[src/rtl/kvs_req_sched.sv]
// In-order command scheduler in front of the hash-map KV store: input FIFO, insert fence,
// lookup/modify sequencing and a credit-protected response FIFO.
// Define KVS_SCHED_STATS_EN to add the stat_hits/stat_misses/stat_stalls counters.
module kvs_req_sched #(
    parameter int unsigned KEY_BITS   = 32,
    parameter int unsigned VAL_BITS   = 32,
    parameter int unsigned CMD_DEPTH  = 8,
    parameter int unsigned RESP_DEPTH = 8,
    parameter int unsigned LOOKUP_LAT = 3
) (
    input  logic                clk,
    input  logic                rst_n,
    input  logic                s_valid,
    output logic                s_ready,
    input  logic [1:0]          s_op,
    input  logic [KEY_BITS-1:0] s_key,
    input  logic [VAL_BITS-1:0] s_value,
    output logic                m_valid,
    input  logic                m_ready,
    output logic [1:0]          m_op,
    output logic                m_hit,
    output logic [VAL_BITS-1:0] m_value,
    output logic                kvs_insert,
    input  logic                kvs_busy,
    output logic [KEY_BITS-1:0] kvs_ins_key,
    output logic [VAL_BITS-1:0] kvs_ins_value,
    output logic                kvs_lookup,
    output logic [KEY_BITS-1:0] kvs_key,
    output logic                kvs_modify,
    output logic                kvs_del,
    output logic [VAL_BITS-1:0] kvs_mod_value,
    input  logic                kvs_valid,
    input  logic [VAL_BITS-1:0] kvs_res
`ifdef KVS_SCHED_STATS_EN
    ,
    output logic [31:0]         stat_hits,
    output logic [31:0]         stat_misses,
    output logic [31:0]         stat_stalls
`endif
);
    localparam int unsigned CAW = $clog2(CMD_DEPTH);
    localparam int unsigned RAW = $clog2(RESP_DEPTH);
    localparam logic [RAW:0] CredInit = (RAW+1)'(RESP_DEPTH);
    localparam logic [1:0] OpLookup = 2'd0;
    localparam logic [1:0] OpInsert = 2'd1;
    localparam logic [1:0] OpDelete = 2'd3;

    typedef enum logic [1:0] {StRun, StMod, StFence0, StFence} state_e;
    state_e state_q, state_d;

    logic [1:0]          cmd_op_mem  [CMD_DEPTH];
    logic [KEY_BITS-1:0] cmd_key_mem [CMD_DEPTH];
    logic [VAL_BITS-1:0] cmd_val_mem [CMD_DEPTH];
    logic [CAW:0]        cmd_wr_q, cmd_rd_q;
    logic                cmd_full, cmd_empty, cmd_push, cmd_pop;
    logic [1:0]          head_op;
    logic [KEY_BITS-1:0] head_key;
    logic [VAL_BITS-1:0] head_val;

    logic [1:0]          resp_op_mem  [RESP_DEPTH];
    logic                resp_hit_mem [RESP_DEPTH];
    logic [VAL_BITS-1:0] resp_val_mem [RESP_DEPTH];
    logic [RAW:0]        resp_wr_q, resp_rd_q;
    logic                resp_full, resp_empty, resp_push, resp_pop;

    logic [RAW:0]        cred_q, cred_d;
    logic [1:0]          mod_op_q, mod_op_d;
    logic [VAL_BITS-1:0] mod_val_q, mod_val_d;
    logic                issue_resp;
    logic                track_v_q  [LOOKUP_LAT];
    logic [1:0]          track_op_q [LOOKUP_LAT];
    logic                tail_v;

    assign cmd_empty = (cmd_wr_q == cmd_rd_q);
    assign cmd_full  = (cmd_wr_q[CAW] != cmd_rd_q[CAW]) &&
                       (cmd_wr_q[CAW-1:0] == cmd_rd_q[CAW-1:0]);
    assign s_ready   = !cmd_full;
    assign cmd_push  = s_valid && !cmd_full;
    assign head_op   = cmd_op_mem[cmd_rd_q[CAW-1:0]];
    assign head_key  = cmd_key_mem[cmd_rd_q[CAW-1:0]];
    assign head_val  = cmd_val_mem[cmd_rd_q[CAW-1:0]];

    always_ff @(posedge clk) begin
        if (cmd_push) begin
            cmd_op_mem[cmd_wr_q[CAW-1:0]]  <= s_op;
            cmd_key_mem[cmd_wr_q[CAW-1:0]] <= s_key;
            cmd_val_mem[cmd_wr_q[CAW-1:0]] <= s_value;
        end
        if (resp_push) begin
            resp_op_mem[resp_wr_q[RAW-1:0]]  <= track_op_q[LOOKUP_LAT-1];
            resp_hit_mem[resp_wr_q[RAW-1:0]] <= kvs_valid;
            resp_val_mem[resp_wr_q[RAW-1:0]] <= kvs_valid ? kvs_res : '0;
        end
    end

    always_comb begin
        state_d       = state_q;
        mod_op_d      = mod_op_q;
        mod_val_d     = mod_val_q;
        cmd_pop       = 1'b0;
        issue_resp    = 1'b0;
        kvs_insert    = 1'b0;
        kvs_ins_key   = '0;
        kvs_ins_value = '0;
        kvs_lookup    = 1'b0;
        kvs_key       = '0;
        kvs_modify    = 1'b0;
        kvs_del       = 1'b0;
        kvs_mod_value = '0;
        case (state_q)
            StRun: begin
                if (!cmd_empty) begin
                    if (head_op == OpInsert) begin
                        if (!kvs_busy) begin
                            kvs_insert    = 1'b1;
                            kvs_ins_key   = head_key;
                            kvs_ins_value = head_val;
                            cmd_pop       = 1'b1;
                            state_d       = StFence0;
                        end
                    end else if (cred_q != '0) begin
                        kvs_lookup = 1'b1;
                        kvs_key    = head_key;
                        cmd_pop    = 1'b1;
                        issue_resp = 1'b1;
                        if (head_op != OpLookup) begin
                            mod_op_d  = head_op;
                            mod_val_d = head_val;
                            state_d   = StMod;
                        end
                    end
                end
            end
            StMod: begin
                kvs_modify    = 1'b1;
                kvs_del       = (mod_op_q == OpDelete);
                kvs_mod_value = mod_val_q;
                state_d       = StRun;
            end
            // The store may only raise busy the cycle after the insert, so skip one cycle first.
            StFence0: state_d = StFence;
            StFence: begin
                if (!kvs_busy) state_d = StRun;
            end
            default: state_d = StRun;
        endcase
    end

    assign tail_v     = track_v_q[LOOKUP_LAT-1];
    assign resp_empty = (resp_wr_q == resp_rd_q);
    assign resp_full  = (resp_wr_q[RAW] != resp_rd_q[RAW]) &&
                        (resp_wr_q[RAW-1:0] == resp_rd_q[RAW-1:0]);
    assign resp_push  = tail_v && !resp_full;
    assign m_valid    = !resp_empty;
    assign resp_pop   = m_valid && m_ready;
    assign m_op       = m_valid ? resp_op_mem[resp_rd_q[RAW-1:0]] : 2'd0;
    assign m_hit      = m_valid ? resp_hit_mem[resp_rd_q[RAW-1:0]] : 1'b0;
    assign m_value    = m_valid ? resp_val_mem[resp_rd_q[RAW-1:0]] : '0;

    always_comb begin
        cred_d = cred_q;
        if (resp_pop && !issue_resp) begin
            cred_d = cred_q + 1'b1;
        end else if (!resp_pop && issue_resp) begin
            cred_d = cred_q - 1'b1;
        end
    end

    always_ff @(posedge clk or negedge rst_n) begin
        if (!rst_n) begin
            state_q   <= StRun;
            cmd_wr_q  <= '0;
            cmd_rd_q  <= '0;
            resp_wr_q <= '0;
            resp_rd_q <= '0;
            cred_q    <= CredInit;
            mod_op_q  <= '0;
            mod_val_q <= '0;
            for (int i = 0; i < int'(LOOKUP_LAT); i++) begin
                track_v_q[i]  <= 1'b0;
                track_op_q[i] <= '0;
            end
        end else begin
            state_q   <= state_d;
            cred_q    <= cred_d;
            mod_op_q  <= mod_op_d;
            mod_val_q <= mod_val_d;
            if (cmd_push)  cmd_wr_q  <= cmd_wr_q + 1'b1;
            if (cmd_pop)   cmd_rd_q  <= cmd_rd_q + 1'b1;
            if (resp_push) resp_wr_q <= resp_wr_q + 1'b1;
            if (resp_pop)  resp_rd_q <= resp_rd_q + 1'b1;
            track_v_q[0]  <= issue_resp;
            track_op_q[0] <= issue_resp ? head_op : 2'd0;
            for (int i = 1; i < int'(LOOKUP_LAT); i++) begin
                track_v_q[i]  <= track_v_q[i-1];
                track_op_q[i] <= track_op_q[i-1];
            end
        end
    end

`ifdef KVS_SCHED_STATS_EN
    always_ff @(posedge clk or negedge rst_n) begin
        if (!rst_n) begin
            stat_hits   <= '0;
            stat_misses <= '0;
            stat_stalls <= '0;
        end else begin
            if (tail_v && kvs_valid && stat_hits != '1)    stat_hits   <= stat_hits + 1'b1;
            if (tail_v && !kvs_valid && stat_misses != '1) stat_misses <= stat_misses + 1'b1;
            if (!cmd_empty && !cmd_pop && stat_stalls != '1) stat_stalls <= stat_stalls + 1'b1;
        end
    end
`endif
endmodule

[config.mk]
export PLATFORM = sky130hd
export DESIGN_NAME = kvs_req_sched
export DESIGN_NICKNAME = d
export VERILOG_FILES = /design/src/rtl/kvs_req_sched.sv
export SDC_FILE = /design/constraint.sdc
export NUM_CORES = 1
export LEC_CHECK = 0
export ABC_AREA = 0
export BUFFER_PORTS_ARGS = -buffer_cell sky130_fd_sc_hd__clkbuf_2
export CAP_MARGIN = 20
export CORE_MARGIN = 2
export CORE_UTILIZATION = 40
export DETAILED_ROUTE_END_ITERATION = 6
export GPL_TIMING_DRIVEN = 0
export SLEW_MARGIN = 5
export SYNTH_ARGS = -nofsm -noshare
export SYNTH_HDL_FRONTEND = slang
export SYNTH_SLANG_ARGS = --single-unit
export TNS_END_PERCENT = 30
[constraint.sdc]
create_clock -name clk -period 5.7 [get_ports clk]
set_input_delay 0.855 -clock clk [delete_from_list [all_inputs] [get_ports clk]]
set_output_delay 0.855 -clock clk [all_outputs]
set_load 0.01 [all_outputs]
### Yosys cells after proc, flatten, opt, wreduce, memory -nomap -nowiden

Memory sizes are Yosys's and may differ from the RTL's.
Cells that the tools add are included.

| word-level totals | value |
|---|---|
| output and inout port bits | 169 |
| word-level logic and storage cells | 106 |
| input bits | 104 |
| bits in registers | 65 |
| bits in writable memories | 808 |
| memories kept | 6 |

| operators by class | value |
|---|---|
| equality and inequality tests | 16 |
| reductions and logical operators | 18 |
| bitwise logic cells | 2 |
| add/sub/neg operators | 6 |
| mux-type cells | 44 |

Memory list:

| name | words | width | rd ports | clocked after Yosys merged registers in | wr ports | RTL line | RTL |
|---|---|---|---|---|---|---|---|
| cmd_key_mem | 8 | 32 | 1 | 0 | 1 | 52 | `logic [KEY_BITS-1:0] cmd_key_mem [CMD_DEPTH];` |
| cmd_val_mem | 8 | 32 | 1 | 0 | 1 | 53 | `logic [VAL_BITS-1:0] cmd_val_mem [CMD_DEPTH];` |
| resp_val_mem | 8 | 32 | 1 | 0 | 1 | 62 | `logic [VAL_BITS-1:0] resp_val_mem [RESP_DEPTH];` |
| cmd_op_mem | 8 | 2 | 1 | 0 | 1 | 51 | `logic [1:0] cmd_op_mem [CMD_DEPTH];` |
| resp_op_mem | 8 | 2 | 1 | 0 | 1 | 60 | `logic [1:0] resp_op_mem [RESP_DEPTH];` |
| resp_hit_mem | 8 | 1 | 1 | 0 | 1 | 61 | `logic resp_hit_mem [RESP_DEPTH];` |

Operator list:

| cell | count |
|---|---|
| 32-bit two-way mux | 15 |
| 4-bit by 1-bit adder with 4-bit output, second input constant | 5 |
| 1-bit two-way mux | 18 |
| 2-bit two-way mux | 8 |
| 5-bit AND reduction | 2 |
| 3-bit inequality test, second input constant | 3 |
| 4-bit == test | 2 |
| 4-bit two-way mux | 2 |
| 2-bit case mux with 4 select lines | 1 |
| 1-bit logical AND | 7 |
| 2-bit == test, second input constant | 3 |
| 3-bit == test | 2 |
| 1-bit zero test | 5 |
| 2-bit by 1-bit == test with 1-bit output, second input constant | 2 |
| 2-bit inequality test, second input constant | 2 |
| 2-bit nonzero test | 2 |
| 4-bit nonzero test | 1 |
| 4-bit by 1-bit subtractor with 4-bit output, second input constant | 1 |
| 2-bit zero test | 1 |
| 1-bit inequality test | 2 |
| 1-bit inverter | 2 |

### Depth between registers and ports, before layout

Gate-level depths: netlist of run 1.

| logic depth | value |
|---|---|
| depth after elaboration | 8 |
| depth in mapped cells | 16 |

### Worst setup path before layout of run 1

Ideal clock, no wire load.

| timing path | value |
|---|---|
| path kind | register -> register |
| start point | register cmd_rd_q[1] |
| end point | memory cmd_key_mem[0][0] (enable) |
| arrival time | 5828 ps |
| cell stages (with the launch flop) | 7 |
| slack | -699 ps |
| period minus slack after synthesis | 6399 ps |
| cells stage by stage | dfrtp_1 -> buf_2 -> xnor2_1 -> nand4b_1 -> nand2_1 -> or2_2 -> nor3_1 |

| between the ends | value |
|---|---|
| cells in the longest elaborated chain, start to end | 6 |

RTL lines:

| what | RTL line | RTL |
|---|---|---|
| start, declared | 54 | `logic [CAW:0] cmd_wr_q, cmd_rd_q;` |
| start signal, assigned | 189 | `if (cmd_pop) cmd_rd_q <= cmd_rd_q + 1'b1;` |
| 3-bit == test | 76 | `(cmd_wr_q[CAW-1:0] == cmd_rd_q[CAW-1:0]);` |
| 1-bit logical AND | 75 | `assign cmd_full = (cmd_wr_q[CAW] != cmd_rd_q[CAW]) &&` |
| 1-bit zero test | - |  |
| net s_ready | 14 | `output logic s_ready,` |
| 1-bit logical AND | 78 | `assign cmd_push = s_valid && !cmd_full;` |
| 1-bit two-way mux | 84 | `if (cmd_push) begin` |
| 1-bit two-way mux (implied by the code) | 86 | `cmd_key_mem[cmd_wr_q[CAW-1:0]] <= s_key;` |
| end, declared | 52 |  |

The timed path passes the listed nets, and every way through them passes these cells.

### Worst setup path in the final report of run 1

| timing path | value |
|---|---|
| start point | register cmd_rd_q[1] |
| end point | output kvs_key[1] |

| between the ends | value |
|---|---|
| cells in the longest elaborated chain, start to end | 5 |
| elaborated cells on any way between the ends | 8 |
| those cells by class | eq/ne (2); mux (4); memory (2) |

RTL lines:

| what | RTL line | RTL |
|---|---|---|
| memory 8 x 2 bit or memory 8 x 32 bit (tied branches) | - |  |
| 2-bit by 1-bit == test with 1-bit output or 32-bit two-way mux (tied branches) | 113, 121 |  |
| 32-bit two-way mux | 113 | `if (head_op == OpInsert) begin` |
| 32-bit two-way mux * | 112 | `if (!cmd_empty) begin` |
| 32-bit two-way mux * | 110 | `case (state_q)` |
| end, declared | 28 | `output logic [KEY_BITS-1:0] kvs_key,` |

Mark *: on every way between the ends. The rest lies on a longest branch, timed or not.

==> out/results.txt, run 1 <==
status -> finished, final reports clean
period utilization -> 78.68%
top flip-flop cell by instance count after synthesis -> edfxtp_1
DRT Pass-1 Iters -> 7
Arrival @ worst endpoint -> 3.63 ns
max-slew violation count -> 0
CP max stage delay -> 0.67 ns
Post-Syn Area -> 33,780 µm²
Ports -> 273
fillers -> 6,875
Worst Setup Start Kind -> flip-flop
worst vdd ir -> 282.9 µV
clk_lat worst skew -> 0.65 ns
post-synthesis sequential area ratio -> 76.65%
WS Path Type -> reg -> out
DRT antenna net count -> 0
syn avg cell area -> 20.66 µm²
ranking of synthesized cells by area -> edfxtp_1 72%, mux4_2 13%, dfrtp_1 4.7%
Final setup violation count -> 0
grt ovf -> 0
drt first-iter violations -> 1,344
Root Buffer -> clkbuf_16
most numerous cell in the Yosys netlist -> edfxtp_1
Syn-to-layout area delta -> 20.65%
FFs w/ async S/R, synth -> 7.446%
Worst-Margin Slew -> 1.020 ns
initial antenna violation count -> 9
worst endpoint required time -> 4.85 ns
Vias/cell -> 5.132
largest net degree at the start of global routing -> 46
gr usage total -> 18.02%
# H-tree levels -> 3
PostCTS Resize Cnt -> 0
Max Fclk -> 223.0 MHz
clock tree sinks -> 873
Setup Skew -> 0.02984 ns
full die area -> 86,790 µm²
# port buffers -> 272
commonest cells in the netlist -> 808 x edfxtp_1, 202 x mux4_2, 149 x nor2_1
crit-path leading delay family -> buffers and inverters
share of layout cells above drive strength 1 -> 33.94%
Mapped Cells -> 1,635
CP cell instances -> buf_2, clkbuf_1, buf_1, mux4_2, mux2i_1, nor2_1, clkbuf_2
worst hold slack -> 0.1399 ns
Hold Violations, Final -> 0
synth unique cells -> 39
vias in the first global route -> 17,790
top-area cell type share of the netlist area -> 71.83%
EDFF count, synth -> 808
static leakage -> 14.24 nW
worst hold path class -> in -> async
gp weighted congestion -> 0.7290
Core Footprint -> 83,690 µm²
post-layout util -> 48.70%
DR WL/cell -> 23.53 µm
Final min period -> 4.485 ns
die height -> 294.6 µm
hold_buf cts -> 0
WL final -> 76,900 µm
DRC errors left -> 0
Final Net Count -> 2,165
PD cells -> 536.2 nW/µm²
number of post-CTS setup repair buffers -> 0
Yosys top cell by area -> edfxtp_1
total CTS buffers -> 92
Max-slew headroom -> 31.99%
die width -> 294.6 µm
hpwl dp -> 51,250 µm
Clock Path Buffers -> 3
Starting Density -> 40.36%
RSZ-0062 raised after global routing -> false
post-synth net total -> 1,747
CTS tree -> yes
vias -> 16,770
global-route wire length before repair -> 114,500 µm
Synth Register Bits -> 873
worst-path fanout max -> 10
maxcap violations -> 0
Slowest cell on crit path -> buf_1
synth warn -> 0
WP buf/inv -> 4
num rows -> 106
clock slew at reported path FFs -> 0.06 ns
Worst setup EP type -> primary output
where the power goes:
group	leakage (nW)	switching (W)	internal (W)
combinational	4.56	0.00428	0.00308
sequential	8.16	0.000295	0.00814
clock	1.52	0.00244	0.00361
total	14.2	0.00702	0.0148
worst paths after layout:
kind                                       endpoint  slack [ns]  cells past startpoint                     from
max                                      kvs_key[1]        1.22                      7  cmd_rd_q[1]$_DFFE_PN0P_
min                        mod_val_q[6]$_DFFE_PN0P_        0.14                      1                    rst_n
max reg2reg                   cred_q[3]$_DFFE_PN1P_        1.93                     13  cmd_rd_q[0]$_DFFE_PN0P_
min reg2reg                  track_v_q[1]$_DFF_PN0_        0.35                      0   track_v_q[2]$_DFF_PN0_
max in group asynchronous     cred_q[3]$_DFFE_PN1P_        4.92                      2                    rst_n
min in group clk             track_v_q[1]$_DFF_PN0_        0.35                      0   track_v_q[2]$_DFF_PN0_
layout by cell type (no fill, tap or decap), types with 29 or more instances in the layout:
master	synthesis	final
edfxtp_1	808	808
clkbuf_2	0	271
mux4_2	202	202
nor2_1	149	137
mux2i_1	101	101
clkbuf_16	0	95
and2_1	65	65
dfrtp_1	64	64
clkbuf_1	37	62
nand2_1	42	42
o21ai_0	36	36
buf_2	29	29
flip-flops by register name, summed over array words and instances, names as in the netlist:
name / count
cred_q: 4
track_op_q: 6
tail_v: 1
resp_val_mem: 256
resp_hit_mem: 8
mod_val_q: 32
state_q: 2
cmd_wr_q: 4
cmd_rd_q: 4
mod_op_q: 2
resp_op_mem: 16
resp_rd_q: 4
cmd_val_mem: 256
resp_wr_q: 4
cmd_op_mem: 16
cmd_key_mem: 256
track_v_q: 2
cells by family after synthesis:
kind of cell    after synthesis  synth area share, %
compound gates               47               0.8223
xor+xnor                     22               0.5704
fa+ha+maj                     8               0.3185
buf+inv                      96                1.208
flops                       873                76.65
mux                         310                16.71
simple gates                279                3.726
per-layer routing:
metal | GRT usage (%) | vias up | part of all wire, %
met3 | 3.341 | 89 | 5.3
met1 | 22.96 | 8828 | 41
met2 | 31.70 | 433 | 52
met5 | 0 | - | 0.10
li1 | - | 7411 | -
met4 | 4.803 | 12 | 1.8
per-stage QoR:
| stage | worst slack, ns | instance area, µm² | std cells | setup TNS [ns] | total power [W] |
|---|---|---|---|---|---|
| finish | 1.215 | 40750 | 3268 | 0 | 0.02185 |
| global route | 0.9341 | 40750 | 3267 | 0 | 0.02297 |
| CTS | 1.045 | 40740 | 3266 | 0 | 0.02222 |
| detailed placement | 1.767 | 37600 | 3092 | 0 | 0.01612 |
| global placement | -5.680 | 36560 | 3041 | -1395.17 | 0.01576 |
| floorplan | -0.4414 | 33780 | 1635 | -29.13 | 0.01318 |
final cells by class:
| class | count | area [µm²] | share of cell area [%] |
|---|---|---|---|
| multi-input combinational | 666 | 7596 | 18.64 |
| clock inverter | 45 | 539.3 | 1.323 |
| sequential | 873 | 25890 | 63.53 |
| timing repair buffer | 324 | 2302 | 5.649 |
| clock buffer | 129 | 2595 | 6.368 |
| inverter | 8 | 30.03 | 0.07369 |
| antenna | 1 | 2.502 | 0.006140 |
| tap | 1134 | 1419 | 3.482 |
| buffer | 88 | 377.9 | 0.9272 |
Note: power is estimated with default switching activity, not from simulation.
==> run 2: changes to the inputs <==
--- a/config.mk
+++ b/config.mk
@@ -5,7 +5,7 @@
 export SDC_FILE = /design/constraint.sdc
 export NUM_CORES = 1
 export LEC_CHECK = 0
-export ABC_AREA = 0
+export ABC_AREA = 1
 export BUFFER_PORTS_ARGS = -buffer_cell sky130_fd_sc_hd__clkbuf_2
 export CAP_MARGIN = 20
 export CORE_MARGIN = 2
==> constraint.sdc (replaced) <==
create_clock -name clk -period 4.21 [get_ports clk]
set_input_delay 0.6315 -clock clk [delete_from_list [all_inputs] [get_ports clk]]
set_output_delay 0.6315 -clock clk [all_outputs]
set_load 0.01 [all_outputs]
==> run 2 against run 1 <==
Against the previous run: register-to-register slack worse by 1.2 ns; clock skew up 0.030 ns; non-clock buffer count up 77; critical path depth up 1; clock power up 34%; sequential cell count unchanged; synthesized area up 2.2%; sequential power up 36%; critical endpoint is now m_value[27]; largest cell class unchanged.
==> out/results.txt, run 2 <==
status -> finished, final reports clean
P_int -> 0.01916 W (+29%)
Mapped Cells -> 2,721 (+66%)
Arrival @ worst endpoint -> 3.45 ns (-0.18 ns)
synth warn -> 0 (unchanged)
top flip-flop cell by instance count after synthesis -> edfxtp_1
switching share of power -> 39.16% (+7.0 points)
die width -> 297.8 µm (+1.1%)
# port buffers -> 272 (unchanged)
Setup Skew -> 0.05978 ns (+0.02993 ns)
CP max stage delay -> 0.58 ns (-0.09 ns)
post-layout util -> 48.27% (-0.42 points)
DR WL/cell -> 21.88 µm (-7.0%)
commonest cells in the netlist -> 808 x edfxtp_1, 620 x nor2_1, 497 x o21ai_0
WHS Endpoint -> cmd_key_mem[4][30]$_DFFE_PP_
Final min period -> 4.079 ns
num rows -> 107 (+0.94%)
Clock Path Buffers -> 3 (unchanged)
Syn-to-layout area delta -> 19.39%
WHS Path Cells -> 1
maxcap violations -> 0 (unchanged)
period utilization -> 96.89%
clock tree sinks -> 873 (unchanged)
Final WS setup -> 0.1311 ns (-1.084 ns)
Gate power share -> 37.8% (+4.1 points)
worst endpoint required time -> 3.58 ns (-1.27 ns)
R2R Path Start -> cmd_rd_q[1]$_DFFE_PN0P_
most frequent cells in the layout -> 808 x edfxtp_1, 604 x nor2_1, 497 x o21ai_0
max-slew violation count -> 0 (unchanged)
CP cell instances -> buf_2, clkbuf_1, clkbuf_1, nor2_1, o22ai_1, o21ai_0, a31oi_1, clkbuf_2
Final Net Count -> 3,232 (+49%)
worst-path fanout max -> 10 (unchanged)
# H-tree levels -> 3 (unchanged)
vias in the first global route -> 22,520 (+27%)
FF-to-FF setup slack -> 0.72 ns (-1.21 ns)
Ports -> 273 (unchanged)
Worst-Margin Slew -> 0.9163 ns (-0.1039 ns)
syn avg cell area -> 12.69 µm² (-39%)
Hold Startpoint -> s_key[30]
DRC errors left -> 0 (unchanged)
largest net degree at the start of global routing -> 37 (-20%)
WL final -> 95,190 µm (+24%)
WP buf/inv -> 4 (unchanged)
initial antenna violation count -> 16 (+7)
worst hold path class -> in -> reg
synth unique cells -> 34 (-13%)
crit-path leading delay family -> buffers and inverters
Final setup violation count -> 0 (unchanged)
vias -> 22,920 (+37%)
number of post-CTS setup repair buffers -> 0 (unchanged)
Inst Count DP -> 4,169 (+35%)
leading cell type in the layout, fill and taps excluded -> edfxtp_1
post-synth net total -> 2,833 (+62%)
Max Fclk -> 245.2 MHz
full die area -> 88,710 µm² (+2.2%)
Starting Density -> 40.43% (+0.070 points)
reg2reg path depth -> 16 (+3)
Synth Register Bits -> 873 (unchanged)
Switch Pwr -> 0.01233 W (+76%)
gr usage total -> 21.22% (+3.2 points)
WS Path Type -> reg -> out
RR Endpoint -> cred_q[3]$_DFFE_PN1P_
Slowest cell on crit path -> clkbuf_1
Critical Path Start -> resp_rd_q[0]$_DFFE_PN0P_
Post-Syn Area -> 34,540 µm² (+2.2%)
DRT Pass-1 Iters -> 5 (-2)
total CTS buffers -> 93 (+1.1%)
Seq pwr share -> 36.5% (-2.1 points)
Worst setup EP type -> primary output
clock slew at reported path FFs -> 0.06 ns (about the same)
ranking of synthesized cells by area -> edfxtp_1 70%, o21ai_0 7.2%, nor2_1 6.7%
gp weighted congestion -> 0.7659 (+5.1%)
Clock Power Share -> 25.7% (-2.0 points)
static leakage -> 14.72 nW (+3.4%)
fin cells -> 4,351 (+33%)
post-synthesis sequential area ratio -> 74.97% (-1.7 points)
Crit path top cell by count -> clkbuf_1
Root Buffer -> clkbuf_16
hpwl dp -> 62,000 µm (+21%)
die height -> 297.8 µm (+1.1%)
share of layout cells above drive strength 1 -> 16.10% (-18 points)
FFs w/ async S/R, synth -> 7.446% (unchanged)
Setup WS pre-CTS -> 0.7457 ns (-1.021 ns)
grt ovf -> 0 (unchanged)
Worst Setup Start Kind -> flip-flop
Max-slew headroom -> 38.77% (+6.8 points)
Vias/cell -> 5.268 (+2.6%)
PD cells -> 763.7 nW/µm² (+42%)
RSZ-0062 raised after global routing -> true
CTS tree -> yes
EDFF count, synth -> 808 (unchanged)
Hold Violations, Final -> 0 (unchanged)
global-route wire length before repair -> 142,300 µm (+24%)
top-area cell type share of the netlist area -> 70.26% (-1.6 points)
drt first-iter violations -> 2,143 (+59%)
Core Footprint -> 85,410 µm² (+2.1%)
DRT antenna net count -> 0 (unchanged)
most numerous cell in the Yosys netlist -> edfxtp_1
worst vdd ir -> 429.9 µV (+52%)
clk_lat worst skew -> 0.67 ns (+0.02 ns)
Yosys top cell by area -> edfxtp_1
run 2: cells by family (layout without fill, tap and decap cells):
family                     Yosys count  count (layout)  synth area share [%]
AOI/OAI and AO/OA                  735             735                 11.85
xor gates and xnor gates            20              20                0.5072
adders and majority gates            8               8                0.3116
buffers and inverters              291             769                 3.511
DFF                                873             873                 74.97
other                                0               8                     0
and+or+nand+nor                    794             794                 8.854
run 2: worst max path at each step:
stage / cells after the start / slack [ns] / endpoint
after detailed placement: 17 / 0.75 / cred_q[3]$_DFFE_PN1P_
after global placement: 9 / -3.76 / cmd_val_mem[0][11]$_DFFE_PP_
after floorplan: 9 / -0.44 / cmd_key_mem[0][0]$_DFFE_PP_
after CTS: 10 / 0.07 / kvs_ins_value[2]
final: 8 / 0.13 / m_value[27]
after global routing: 8 / -0.01 / m_value[27]
run 2: final cells by class:
type | count | area, µm²
diodes | 8 | 20.02
multi-input cells | 1557 | 7552
fillers | 7620 | 44180
repair buffers | 305 | 2059
clock inverters | 56 | 571.8
flip-flops and latches | 873 | 25890
well taps | 1144 | 1431
inverters | 106 | 400.4
clock buffers | 118 | 2492
plain buffers | 184 | 812.0
run 2: stage by stage:
stage	hold WS [ns]	total power [W]	TNS (ns)	area, µm²
detailed placement	0.3347	0.02363	0	38140
finish	0.2322	0.03149	0	41230
global route	0.2291	0.03325	-0.01396	41230
global placement	0.3327	0.02329	-1882.62	37330
floorplan	0.3312	0.01838	-201.00	34540
CTS	0.1940	0.03171	0	41210
run 2: worst reg2reg max path: stages, from the launching register on:
cell and delay, ns:
dfrtp_1 0.34, buf_2 0.29, inv_1 0.19, nand3_1 0.14, nand3_2 0.10, nand2_2 0.12
nand2_2 0.08, nand3_1 0.17, clkbuf_1 0.62, ha_1 0.32, inv_1 0.09, ha_1 0.27
a21o_1 0.17, a21oi_1 0.16, nor2_1 0.06, nor2_1 0.14, xor2_1 0.16
run 2: power by group through the flow:
stage / combinational [W] / sequential, W / clock [W]
after floorplan: 0.00672 / 0.0117 / 0
after global placement: 0.0114 / 0.0119 / 0
after detailed placement: 0.0120 / 0.0117 / 0
after CTS: 0.0120 / 0.0115 / 0.00820
after global routing: 0.0131 / 0.0116 / 0.00858
final: 0.0119 / 0.0115 / 0.00810
run 2: timing repair:
action                     in CTS  in global routing
hold endpoints to repair       29                  0
hold buffers                    1                  0
setup endpoints to repair       0                  4
gates resized for setup         0                  6
run 2: per-layer routing:
layer | wire, µm | part of all wire, % | vias up | global-route usage (%)
met5 | 99 | 0.10 | - | 0
met4 | 2190 | 2.3 | 16 | 6.963
met3 | 6842 | 7.2 | 145 | 3.836
met2 | 46420 | 49 | 830 | 35.25
met1 | 39640 | 42 | 11270 | 28.27
li1 | - | - | 10660 | -
==> run 3: changes to the inputs <==
--- a/config.mk
+++ b/config.mk
@@ -8,6 +8,7 @@
 export ABC_AREA = 1
 export BUFFER_PORTS_ARGS = -buffer_cell sky130_fd_sc_hd__clkbuf_2
 export CAP_MARGIN = 20
+export CORE_ASPECT_RATIO = 1.75
 export CORE_MARGIN = 2
 export CORE_UTILIZATION = 40
 export DETAILED_ROUTE_END_ITERATION = 6
==> run 3 against run 2 <==
Against the previous run: via count grew 1.6%; largest cell class unchanged; clock skew shrank 0.038 ns; worst setup slack gained 0.0044 ns; first-iteration DRC count shrank 14%.
==> out/results.txt, run 3 (same netlist as run 2, synthesis figures left out) <==
DR WL/cell -> 23.44 µm (+7.1%)
worst hold slack -> 0.2361 ns (+0.003874 ns)
Final min period -> 4.075 ns (-0.004369 ns)
maxcap violations -> 0 (unchanged)
R2R Path Start -> cmd_rd_q[0]$_DFFE_PN0P_
Final Net Count -> 3,219 (-0.40%)
setup TNS -> 0 ns (unchanged)
Worst-Margin Slew -> 0.8707 ns (-0.04560 ns)
WS Path Type -> reg -> out
Hold Violations, Final -> 0 (unchanged)
# H-tree levels -> 3 (unchanged)
drt first-iter violations -> 1,850 (-14%)
gp weighted congestion -> 0.8343 (+8.9%)
worst-path fanout max -> 10 (unchanged)
Core Footprint -> 85,640 µm² (+0.26%)
Final Power -> 0.03098 W (-1.6%)
Worst Setup Start Kind -> flip-flop
CTS tree -> yes
vias in the first global route -> 23,190 (+3.0%)
period utilization -> 96.78% (-0.10 points)
worst vdd ir -> 504.0 µV (+17%)
Hold Startpoint -> s_value[31]
status -> finished, final reports clean
WHS Endpoint -> cmd_val_mem[4][31]$_DFFE_PP_
RR Endpoint -> cred_q[3]$_DFFE_PN1P_
clock slew at reported path FFs -> 0.07 ns (about the same)
Max-slew headroom -> 41.95% (+3.2 points)
DRC errors left -> 0 (unchanged)
largest net degree at the start of global routing -> 38 (+2.7%)
clk_lat worst skew -> 0.67 ns (about the same)
Starting Density -> 40.33% (-0.11 points)
max-slew violation count -> 0 (unchanged)
clock tree sinks -> 873 (unchanged)
Syn-to-layout area delta -> 17.94%
worst endpoint required time -> 3.58 ns (about the same)
# port buffers -> 272 (unchanged)
Setup Skew -> 0.02148 ns (-0.03829 ns)
vias -> 23,300 (+1.6%)
DRT Pass-1 Iters -> 5 (unchanged)
die width -> 226.1 µm (-24%)
die height -> 392.7 µm (+32%)
leading cell type in the layout, fill and taps excluded -> edfxtp_1
Max Fclk -> 245.4 MHz (+0.11%)
worst hold path class -> in -> reg
gr usage total -> 22.61% (+1.4 points)
share of layout cells above drive strength 1 -> 15.67% (-0.43 points)
WHS Path Cells -> 1 (unchanged)
grt ovf -> 0 (unchanged)
Arrival @ worst endpoint -> 3.44 ns (about the same)
FF-to-FF setup slack -> 0.67 ns (-0.05 ns)
full die area -> 88,800 µm² (+0.10%)
global-route wire length before repair -> 146,000 µm (+2.6%)
post-layout util -> 47.56% (-0.71 points)
total CTS buffers -> 80 (-14%)
DRT antenna net count -> 0 (unchanged)
WL final -> 101,400 µm (+6.6%)
RSZ-0062 raised after global routing -> false
Worst setup EP type -> primary output
Vias/cell -> 5.383 (+2.2%)
fillers -> 7,778 (+2.1%)
Final setup violation count -> 0 (unchanged)
reg2reg path depth -> 16 (unchanged)
initial antenna violation count -> 14 (-2)
Root Buffer -> clkbuf_16
Ports -> 273 (unchanged)
static leakage -> 14.47 nW (-1.7%)
hpwl dp -> 69,890 µm (+13%)
Setup WS pre-CTS -> 0.7083 ns (-0.03745 ns)
Clock Path Buffers -> 3 (unchanged)
most frequent cells in the layout -> 808 x edfxtp_1, 604 x nor2_1, 497 x o21ai_0
num rows -> 142 (+33%)
PD cells -> 760.5 nW/µm² (-0.42%)
Final WS setup -> 0.1355 ns (+0.004369 ns)
run 3: changes by cell type in the layout (fill, tap and decap cells not counted), moves of 2 or more:
| cell | delta |
|---|---|
| clkinv_16 | -2 |
| clkbuf_16 | -14 |
| diode_2 | -3 |
| buf_12 | +5 |
| inv_6 | +2 |
| clkinv_1 | -7 |
| clkbuf_2 | -2 |
| clkinv_2 | -3 |
| buf_16 | -5 |
| clkinvlp_4 | +2 |
| clkbuf_1 | -3 |
run 3: layout make-up:
| type | count | area (µm²) | share of cell area, % |
|---|---|---|---|
| Tap cell | 1152 | 1441 | 3.539 |
| Clock inverter | 49 | 498.0 | 1.223 |
| Multi-Input combinational cell | 1557 | 7552 | 18.54 |
| Clock buffer | 97 | 2106 | 5.170 |
| Timing Repair Buffer | 304 | 2017 | 4.952 |
| Sequential cell | 873 | 25890 | 63.57 |
| Inverter | 106 | 400.4 | 0.9830 |
| Buffer | 185 | 813.3 | 1.997 |
| Antenna cell | 5 | 12.51 | 0.03072 |
run 3: worst max-delay path by stage:
| stage | from | end | slack, ns | cells after the start |
|---|---|---|---|---|
| 2_1_floorplan | cmd_rd_q[0]$_DFFE_PN0P_ | cmd_key_mem[0][0]$_DFFE_PP_ | -0.44 | 9 |
| 3_3_place_gp | cmd_rd_q[2]$_DFFE_PN0P_ | cmd_key_mem[0][9]$_DFFE_PP_ | -3.81 | 7 |
| 3_5_place_dp | cmd_rd_q[0]$_DFFE_PN0P_ | cred_q[3]$_DFFE_PN1P_ | 0.71 | 16 |
| 4_1_cts | cmd_rd_q[1]$_DFFE_PN0P_ | kvs_key[22] | 0.1 | 9 |
| 5_1_grt | cmd_rd_q[1]$_DFFE_PN0P_ | kvs_key[22] | 0.03 | 9 |
| 6_report | cmd_rd_q[1]$_DFFE_PN0P_ | kvs_ins_value[31] | 0.14 | 9 |
run 3: timing repair:
action / CTS / global route
endpoints found under the setup margin: 0 / 1
setup buffers: 0 / 0
resized for setup: 0 / 2
hold endpoints to repair: 28 / 0
hold buffers: 1 / 0
run 3: per-stage QoR:
stage                     cells  cell area, µm²
final                      4328           40730
after global routing       4324           40720
after CTS                  4323           40720
after detailed placement   4176           38100
after global placement     4145           37340
after floorplan            2721           34540
run 3: power by group:
| group | total [W] | switching, W | internal (W) | leakage [nW] |
|---|---|---|---|---|
| Combinational | 0.0122 | 0.00880 | 0.00339 | 5.04 |
| Sequential | 0.0115 | 0.000405 | 0.0111 | 8.17 |
| Clock | 0.00731 | 0.00332 | 0.00399 | 1.27 |
| Total | 0.0310 | 0.0125 | 0.0185 | 14.5 |
run 3: metal layers:
metal / vias up / global-route usage (%) / share of wire, %
met5: - / 0 / 0.13
met4: 22 / 10.74 / 4.0
met3: 262 / 4.318 / 7.1
met2: 964 / 41.93 / 53
met1: 11450 / 24.55 / 36
li1: 10600 / - / -
run 3: critical path, stage by stage (launching register included):
cell,delay (ns)
dfrtp_1,0.38
buf_2,0.22
inv_1,0.21
buf_2,0.36
clkbuf_1,0.49
o21ai_0,0.20
o221ai_1,0.24
o21ai_0,0.30
nor2_1,0.19
clkbuf_2,0.18
